### src/rtl/bcd_timer_chain_if.sv
// Control and data bundle between the microwave timer FSM and the BCD down-counter.
// The master side drives load/count strobes; the slave side returns the count and status.
interface bcd_timer_chain_if #(
  parameter int DIGITS = 4
);
  logic                  enable;
  logic                  loadn;
  logic                  tick;
  logic [4*DIGITS-1:0]   data_in;
  logic [4*DIGITS-1:0]   data_out;
  logic                  zero;
  logic                  tc;
  logic                  done;

  modport master (
    output enable, loadn, tick, data_in,
    input  data_out, zero, tc, done
  );

  modport slave (
    input  enable, loadn, tick, data_in,
    output data_out, zero, tc, done
  );
endinterface

### src/rtl/bcd_timer_chain.sv
// Multi-digit BCD down-counter with optional mm:ss digit 1, clamp-on-load and hold/wrap at zero.
// Replaces a chain of single-digit decade counters with one single-cycle borrow network.
module bcd_timer_chain #(
  parameter int DIGITS = 4,
  parameter int MMSS   = 1,
  parameter int WRAP   = 0
) (
  input  logic              clock,
  input  logic              clear,
  bcd_timer_chain_if.slave  bus
);
  localparam int W = 4 * DIGITS;

  function automatic logic [3:0] digit_max(input int i);
    return (MMSS == 1 && DIGITS >= 2 && i == 1) ? 4'd5 : 4'd9;
  endfunction

  logic [W-1:0] count_q;
  logic         done_q;
  logic [W-1:0] load_val;
  logic [W-1:0] dec_val;
  logic         all_zero;
  logic         borrow;
  logic [3:0]   d_in;
  logic [3:0]   d_cur;

  assign all_zero = (count_q == '0);

  // A digit borrows only when every lower digit is already zero; digit 0 always borrows.
  always_comb begin
    load_val = '0;
    dec_val  = '0;
    borrow   = 1'b1;
    d_in     = '0;
    d_cur    = '0;
    for (int i = 0; i < DIGITS; i++) begin
      d_in  = bus.data_in[4*i +: 4];
      d_cur = count_q[4*i +: 4];
      load_val[4*i +: 4] = (d_in > digit_max(i)) ? digit_max(i) : d_in;
      if (borrow) begin
        dec_val[4*i +: 4] = (d_cur == 4'd0) ? digit_max(i) : (d_cur - 4'd1);
      end else begin
        dec_val[4*i +: 4] = d_cur;
      end
      borrow = borrow & (d_cur == 4'd0);
    end
  end

  always_ff @(posedge clock or negedge clear) begin
    if (!clear) begin
      count_q <= '0;
      done_q  <= 1'b0;
    end else begin
      done_q <= 1'b0;
      if (bus.enable) begin
        if (!bus.loadn) begin
          count_q <= load_val;
        end else if (bus.tick) begin
          if (!all_zero) begin
            count_q <= dec_val;
            done_q  <= (dec_val == '0);
          end else if (WRAP != 0) begin
            count_q <= dec_val;
          end
        end
      end
    end
  end

  assign bus.data_out = count_q;
  assign bus.zero     = all_zero;
  assign bus.tc       = all_zero & bus.enable & bus.loadn & bus.tick;
  assign bus.done     = done_q;
endmodule
### src/flat_wrapper.sv
// flat-port wrapper written by rule: the top's interface ports become plain ports
module bcd_timer_chain_flat 
#(
  parameter int DIGITS = 4,
  parameter int MMSS   = 1,
  parameter int WRAP   = 0
)
  (clock, clear, bus_enable, bus_loadn, bus_tick, bus_data_in, bus_data_out, bus_zero, bus_tc, bus_done);
  bcd_timer_chain_if #(.DIGITS(DIGITS)) bus_i ();
  input  logic clock;
  input  logic clear;
  input wire logic [$bits(bus_i.enable)-1:0] bus_enable;
  input wire logic [$bits(bus_i.loadn)-1:0] bus_loadn;
  input wire logic [$bits(bus_i.tick)-1:0] bus_tick;
  input wire logic [$bits(bus_i.data_in)-1:0] bus_data_in;
  output wire logic [$bits(bus_i.data_out)-1:0] bus_data_out;
  output wire logic [$bits(bus_i.zero)-1:0] bus_zero;
  output wire logic [$bits(bus_i.tc)-1:0] bus_tc;
  output wire logic [$bits(bus_i.done)-1:0] bus_done;
  assign bus_i.enable = bus_enable;
  assign bus_i.loadn = bus_loadn;
  assign bus_i.tick = bus_tick;
  assign bus_i.data_in = bus_data_in;
  assign bus_data_out = bus_i.data_out;
  assign bus_zero = bus_i.zero;
  assign bus_tc = bus_i.tc;
  assign bus_done = bus_i.done;
  bcd_timer_chain #(.DIGITS(DIGITS), .MMSS(MMSS), .WRAP(WRAP)) u_core (.clock(clock), .clear(clear), .bus(bus_i));
endmodule
### config.mk
export PLATFORM = sky130hd
export DESIGN_NAME = bcd_timer_chain_flat
export DESIGN_NICKNAME = d
export VERILOG_FILES = /design/src/rtl/bcd_timer_chain_if.sv /design/src/rtl/bcd_timer_chain.sv /design/src/flat_wrapper.sv
export SDC_FILE = /design/constraint.sdc
export NUM_CORES = 1
export LEC_CHECK = 0
export CAP_MARGIN = 10
export CORE_MARGIN = 2
export CORE_UTILIZATION = 31
export CTS_CLUSTER_SIZE = 12
export DETAILED_ROUTE_END_ITERATION = 10
export HOLD_SLACK_MARGIN = 0.15
export SETUP_SLACK_MARGIN = 0.3
export SYNTH_ARGS = -nofsm -noshare
export SYNTH_HDL_FRONTEND = slang
export SYNTH_SLANG_ARGS = --single-unit
### constraint.sdc
create_clock -name clock -period 6.6 [get_ports clock]
set_clock_uncertainty 0.1 [all_clocks]
set_input_delay 1.65 -clock clock [delete_from_list [all_inputs] [get_ports clock]]
set_output_delay 1.65 -clock clock [all_outputs]
set_load 0.005 [all_outputs]
* Word-level counts from Yosys, hierarchy flattened
Index checks and enable logic that the tools add are counted.
W data, S select, Z words.
** Cells by class
- Order comparisons :: 4
- Equality and inequality tests :: 2
- Bitwise operators :: 5
- Add/subtract/negate cells :: 4
- Reduce and logical (&&, ||, !) cells :: 7
- Multiplexer cells :: 18
** Operator list (number)
- $mux W16 :: 3
- $mux W4 :: 11
- $logic_not A16 Y1 :: 2
- $logic_not A4 Y1 :: 4
- $sub A4 B1 Y4 const B :: 4
- $gt A4 B4 Y1 const B :: 3
- $and A1 B1 Y1 :: 5
- $gt A4 B3 Y1 const B :: 1
- $mux W1 :: 4
- $reduce_and A3 Y1 :: 1
- $ne A2 B1 Y1 const B :: 1
- $ne A2 B2 Y1 const B :: 1
** Storage, ports and cells
- Flip-flop bits (word level) :: 17
- Output and inout port bits :: 19

* Depth between registers and ports, before layout
Gate-level depths: netlist of the first run.
- Depth in word-level cells :: 9
- Mapped depth :: 7
- Gate-level depth less buffers :: 5

* Worst setup path after synthesis of the first run
Ideal clock, no wire load.
- Kind :: input-to-output
- Start point :: in bus_loadn
- End point :: out bus_tc
- Buffers on the path :: 1
- Required time :: 4850 ps
- Setup slack :: 1861 ps
- Cell stages on the path :: 6
- Arrival :: 2989 ps
- Path through :: buf_2 -> inv_2 -> nor4_2 -> nand2_1 -> or4_1 -> nor3_1
** On the way
- Word-level cells in the longest chain between the ends :: 2
** Ends and longest elaborated chain
- start, declared :: line flat_wrapper.sv:13 : input wire logic [$bits(bus_i.loadn)-1:0] bus_loadn;
- $and A1 B1 Y1 (2 in a row) :: line bcd_timer_chain.sv:72 : assign bus.tc = all_zero & bus.enable & bus.loadn & bus.tick;
- end, declared :: line flat_wrapper.sv:18 : output wire logic [$bits(bus_i.tc)-1:0] bus_tc;
Every way passes these cells.

* Worst setup path after layout of the first run
Ends and elaborated chain as after synthesis.

==> results.toml, run 1 <==
[timing]
worst_pin_slew_ns = 0.801
fmax_ghz = 0.174
hold_ws_ns = 0.456
finalSetupViolCount = 0
drv_slew = 0
final_hold_viol_count = 0
rsz0062_at_grt = "false"
slew_headroom_pct = 46.5
fin_crit_ns = 5.73
tns_ns = 0
fin_crit_sh_pct = 86.9

[route]
first_iter_violations = 54
drt-pass1-iter-count = 4
drc = 0
wl_per_cell_um = 14.8
viasPerCell = 5.45
wl_um = 3160
num_vias = 1167
ant_nets = 0

[placed_design]
portBuffers = 39
gp_congestion = 0.882
dp_hpwl_um = 2330

[worst_setup_path]
endpoint_kind = "output pin"
timing.rr.end = "u_core.bus.data_out[6]$_DFFE_PN0P_"
r2r-start = "u_core.bus.data_out[1]$_DFFE_PN0P_"
cp.required_ns = 4.85
cp-endpoint = "bus_tc"
reg2reg_depth = 5
worstPathMaxFanout = 12
worst-path-buf-inv = 3
crit_type = "input port to output pin"
worst_setup_path_start_kind = "input port"
r2r_slack_ns = 4.11
crit_chain = "clkdlybuf4s50_1, inv_2, nor4_2, nand2_1, or4_1, nor3_1, clkdlybuf4s50_1"
crit_cells = 7
crit_family = "buffers and inverters"
slowest_delay_ns = 0.54
cp-startpoint = "bus_loadn"
worstPathArrival_ns = 3.98
cpMaxStageDelayCell = "clkdlybuf4s50_1"
crit_top_cell = "clkdlybuf4s50_1"

[die]
core_area_mm2 = 0.00339
start_util_pct = 32.8
num_rows = 21
die_y_um = 63.9
die_w_um = 63.9
top_level_ports = 40
dieArea_mm2 = 0.00408

[flow_run]
cap_violations = 0

[yosys]
synth_cells = 131
netlist_area_mm2 = 0.00111
syn_area_per_cell_um2 = 8.49
synth_seq_cells = 17
synth-edff-count = 0
synth_fp_nets = 152
ys_seq_area_share_pct = 38.2
ys.warnings.count = 0
synth.distinct_cells = 43
ys_async_sr_fraction_pct = 100
synth_ff_type = "dfrtp_1"

[cells_and_area]
area_delta_synth_final_pct = 40.2
fin_nets = 190
mostFrequentLayoutCell = "clkdlybuf4s50_1"
most-common-layout-cells = "clkdlybuf4s50_1 (39), dfrtp_1 (17), nor2_1 (16)"
antenna_cells = 0
drive_above_1_share_pct = 9.52

[clock_network]
cts-htree-levels = 1
cts_tree = "done"
cts-buffers-inserted = 3
cts_root_buf = "clkbuf_4"
clk_path_buf_depth = 2
clk_latency_ns = 0.30
cts_num_sinks = 17
clk_pin_slew_ns = 0.11
ctsResizeCount = 0
ctsHoldBuffers = 0
cts_setup_buffers = 0

[min_path]
min_path_type = "flip-flop to flip-flop"

[outcome]
status = "completed"

[power_and_ir_drop]
p_int_mw = 0.206
p_comb_share_pct = 34.7
power_frac_clock_pct = 18.6
p_seq_share_pct = 46.7
powerDensity_mw_per_mm2 = 204
p_sw_mw = 0.112
switching_share_pct = 35.2
leakagePower_nw = 0.568
ir_drop_v = 0.0000714

[global_route]
first_global_vias = 1130
grt_pass1_wl_um = 5310
grt_use_total_pct = 16.4
grt_max_degree = 27
grt_overflow_total = 0
antenna_found_initial = 0
power groups by stage:
stage | clock, mW | combinational, mW | sequential, mW
after CTS | 0.0615 | 0.112 | 0.149
after global routing | 0.0699 | 0.121 | 0.153
final | 0.0594 | 0.110 | 0.149
after detailed placement | 0 | 0.111 | 0.151
after floorplan | 0 | 0.0556 | 0.144
after global placement | 0 | 0.110 | 0.150
worst min path at each step:
stage,from,endpoint,slack [ns],cells past startpoint
floorplan,u_core.bus.data_out[9]$_DFFE_PN0P_,u_core.bus.data_out[9]$_DFFE_PN0P_,0.39,1
global placement,u_core.bus.data_out[9]$_DFFE_PN0P_,u_core.bus.data_out[9]$_DFFE_PN0P_,0.41,1
detailed placement,u_core.bus.data_out[9]$_DFFE_PN0P_,u_core.bus.data_out[9]$_DFFE_PN0P_,0.42,1
CTS,u_core.bus.data_out[9]$_DFFE_PN0P_,u_core.bus.data_out[9]$_DFFE_PN0P_,0.46,1
global route,u_core.bus.data_out[7]$_DFFE_PN0P_,u_core.bus.data_out[7]$_DFFE_PN0P_,0.49,1
finish,u_core.bus.data_out[9]$_DFFE_PN0P_,u_core.bus.data_out[9]$_DFFE_PN0P_,0.46,1
worst register-to-register path, cell delays in order, from the launching register on:
cell     delay, ns
dfrtp_1       0.46
or4_1         0.74
nor4_4        0.45
a31o_4        0.37
a21oi_1       0.07
o22a_1        0.21
stage by stage:
stage | cell area (µm²) | setup WS [ns] | std cells | power [mW] | util, %
after floorplan | 1110 | 1.86 | 131 | 0.199 | -
after global placement | 1530 | 0.869 | 210 | 0.260 | 45.2
after detailed placement | 1530 | 0.863 | 210 | 0.262 | 45.2
after CTS | 1560 | 0.853 | 214 | 0.322 | 46.0
after global routing | 1560 | 0.690 | 214 | 0.345 | 46.0
final | 1560 | 0.866 | 214 | 0.319 | 46.0
sequential cells by signal, summed over array words and instances (netlist names):
register,flops
u_core.bus.data_out,16
u_core.bus.done,1
layout make-up:
cell class | count | area, µm²
fillers | 317 | 1830
multi-input cells | 103 | 636
inverters | 4 | 15.0
clock buffers | 3 | 22.5
clock inverters | 1 | 5.00
repair buffers | 40 | 398
flip-flops and latches | 17 | 425
well taps | 46 | 57.6
cell usage after synthesis (3+ instances only):
cell	instances	area, µm²
nand2_1	11	41.3
or4_1	3	22.5
o21a_1	3	22.5
o21ai_1	10	50.1
nor3_1	9	45.0
o21ai_0	5	25.0
a21oi_1	9	45.0
dfrtp_1	17	425
clkbuf_1	3	11.3
o22ai_1	3	18.8
nand3_1	3	15.0
a31oi_1	4	25.0
nor2_1	16	60.1
inv_1	3	11.3
kinds of logic (layout without fill, tap and decap cells):
group / after synthesis / count (layout) / share of synthesized area [%]
and+or+nand+nor: 51 / 51 / 24.9
DFF: 17 / 17 / 38.2
AOI/OAI and AO/OA: 52 / 52 / 32.3
buffers and inverters: 11 / 48 / 4.61
metal layers:
metal  routed length (µm)  up-vias  part of all wire, %  GRT usage [%]
li1                     -      572                    -              -
met1                 1470      544                   46           23.5
met2                 1430       46                   45           24.7
met3                  225        5                  7.1           3.17
met4                   38        0                  1.2           5.16
met5                    0        -                    0              0
Power figures use the tool's default switching activity.
==> inputs of run 2 (changes only) <==
SETUP_SLACK_MARGIN = 0.02   (was 0.3)
==> results of run 2 <==
Final layout, timing and power as in run 1 (identical DEF).
==> inputs of run 3 (changes only) <==
DONT_BUFFER_PORTS = 1   (was default)
==> run 3 against run 2 <==
Compared with the run above:
- die area stayed put
- sequential share of layout area is 9.4 points higher
- setup slack better by 0.99 ns
- total power is 16% lower
- count of clock-buffer cells in the layout is 1 higher
- wire length is 8.2% lower
- cell count is 19% lower
- sequential cell count stayed put
- via count is 12% lower
- core utilization is 12 points lower
- register-to-register slack better by 0.04 ns
- fmax is 21% higher
- largest power group unchanged
==> results.toml, run 3 (same netlist as run 1, synthesis figures left out) <==
[cells_and_area]
most-common-layout-cells = "dfrtp_1 (17), nor2_1 (16), nand2_1 (11)"
largest_reg_flops = 16
register_area_um2 = 425
final_area_mm2 = 0.00116
drive_above_1_share_pct = 10.9
area_delta_synth_final_pct = 4.27
fin_nets = 150
fill_cells = 348
multi_input_area_um2 = 636
antenna_cells = 0
stdcell_count = 174
mostFrequentLayoutCell = "dfrtp_1"

[global_route]
antenna_found_initial = 0
first_global_vias = 953
grt_overflow_total = 0
grt_max_degree = 28
grt_use_total_pct = 14.9
grt_pass1_wl_um = 4680

[worst_setup_path]
crit_chain = "inv_2, nor4_2, nand2_1, or4_1, nor3_1"
worstPathMaxFanout = 27
endpoint_kind = "output pin"
crit_type = "input port to output pin"
crit_family = "simple AND/OR/NAND/NOR gates"
worst_setup_path_start_kind = "input port"
cpMaxStageDelayCell = "or4_1"
worstPathArrival_ns = 3.00
worst-path-buf-inv = 1
cp.required_ns = 4.85
slowest_delay_ns = 0.51
r2r_slack_ns = 4.15

[timing]
fmax_ghz = 0.211
slew_headroom_pct = 65.7
worst_pin_slew_ns = 0.510
drv_slew = 0
fin_crit_ns = 4.75
finalSetupViolCount = 0
fin_crit_sh_pct = 71.9
rsz0062_at_grt = "false"
final_hold_viol_count = 0
tns_ns = 0

[route]
first_iter_violations = 77
wl_um = 2900
drt-pass1-iter-count = 5
drc = 0
ant_nets = 0
num_vias = 1022
wl_per_cell_um = 16.7
viasPerCell = 5.87

[flow_run]
cap_violations = 0

[die]
die_y_um = 63.9
core_area_mm2 = 0.00339
top_level_ports = 40
num_rows = 21
die_w_um = 63.9
dieArea_mm2 = 0.00408
start_util_pct = 32.8

[clock_network]
cts-htree-levels = 1
ctsHoldBuffers = 0
clk_pin_slew_ns = 0.09
cts-buffers-inserted = 3
cts_setup_buffers = 0
ctsResizeCount = 0
clk_path_buf_depth = 2
cts_num_sinks = 17
clk_latency_ns = 0.30
cts_tree = "done"
cts_root_buf = "clkbuf_4"

[placed_design]
dpl_cell_area_mm2 = 0.00113
dp_hpwl_um = 2130
dp_cells = 170
portBuffers = 0
gp_congestion = 0.795

[power_and_ir_drop]
powerDensity_mw_per_mm2 = 230
leakagePower_nw = 0.411
ir_drop_v = 0.0000759

[min_path]
min_path_type = "flip-flop to flip-flop"

[outcome]
status = "completed"
==> run 3: changes by cell type in the layout (fill, tap and decap cells not counted) <==
cell / delta
clkinv_2: -1
buf_4: -1
clkdlybuf4s50_1: -39
clkbuf_1: +1
==> run 3: report_power, final <==
group	switching (mW)	leakage (nW)	total (mW)	internal, mW
sequential	0.0327	0.209	0.153	0.120
combinational	0.0309	0.188	0.0571	0.0262
clock	0.0325	0.0150	0.0560	0.0236
==> run 3: metrics by stage <==
step | utilization (%) | setup slack [ns] | hold WS, ns | power, mW
after global placement | 33.4 | 1.86 | 0.449 | 0.211
final | 34.2 | 1.85 | 0.468 | 0.266
after CTS | 34.2 | 1.83 | 0.481 | 0.270
after global routing | 34.2 | 1.71 | 0.518 | 0.287
after detailed placement | 33.4 | 1.83 | 0.448 | 0.212
after floorplan | - | 1.86 | 0.392 | 0.199
==> run 3: final cells by class <==
| cell class | instances | area share, % |
|---|---|---|
| clock buffers | 4 | 2.27 |
| well taps | 46 | 4.96 |
| inverters | 4 | 1.29 |
| flip-flops and latches | 17 | 36.7 |
| multi-input cells | 103 | 54.8 |
==> run 3: routing by layer <==
metal	vias up	wire length (µm)	track usage [%]
met3	5	269	6.51
li1	492	-	-
met5	-	0	0
met2	36	1390	23.4
met4	0	38	4.08
met1	489	1210	18.4
==> run 3: final timing paths <==
path	from	end	cells after the start
setup / recovery	bus_loadn	bus_tc	5
hold / removal	u_core.bus.data_out[9]$_DFFE_PN0P_	u_core.bus.data_out[9]$_DFFE_PN0P_	1
setup reg to reg	u_core.bus.data_out[1]$_DFFE_PN0P_	u_core.bus.data_out[3]$_DFFE_PN0P_	5
hold reg to reg	u_core.bus.data_out[9]$_DFFE_PN0P_	u_core.bus.data_out[9]$_DFFE_PN0P_	1
max in group asynchronous	clear	u_core.bus.data_out[8]$_DFFE_PN0P_	0
min in group asynchronous	clear	u_core.bus.data_out[2]$_DFFE_PN0P_	0
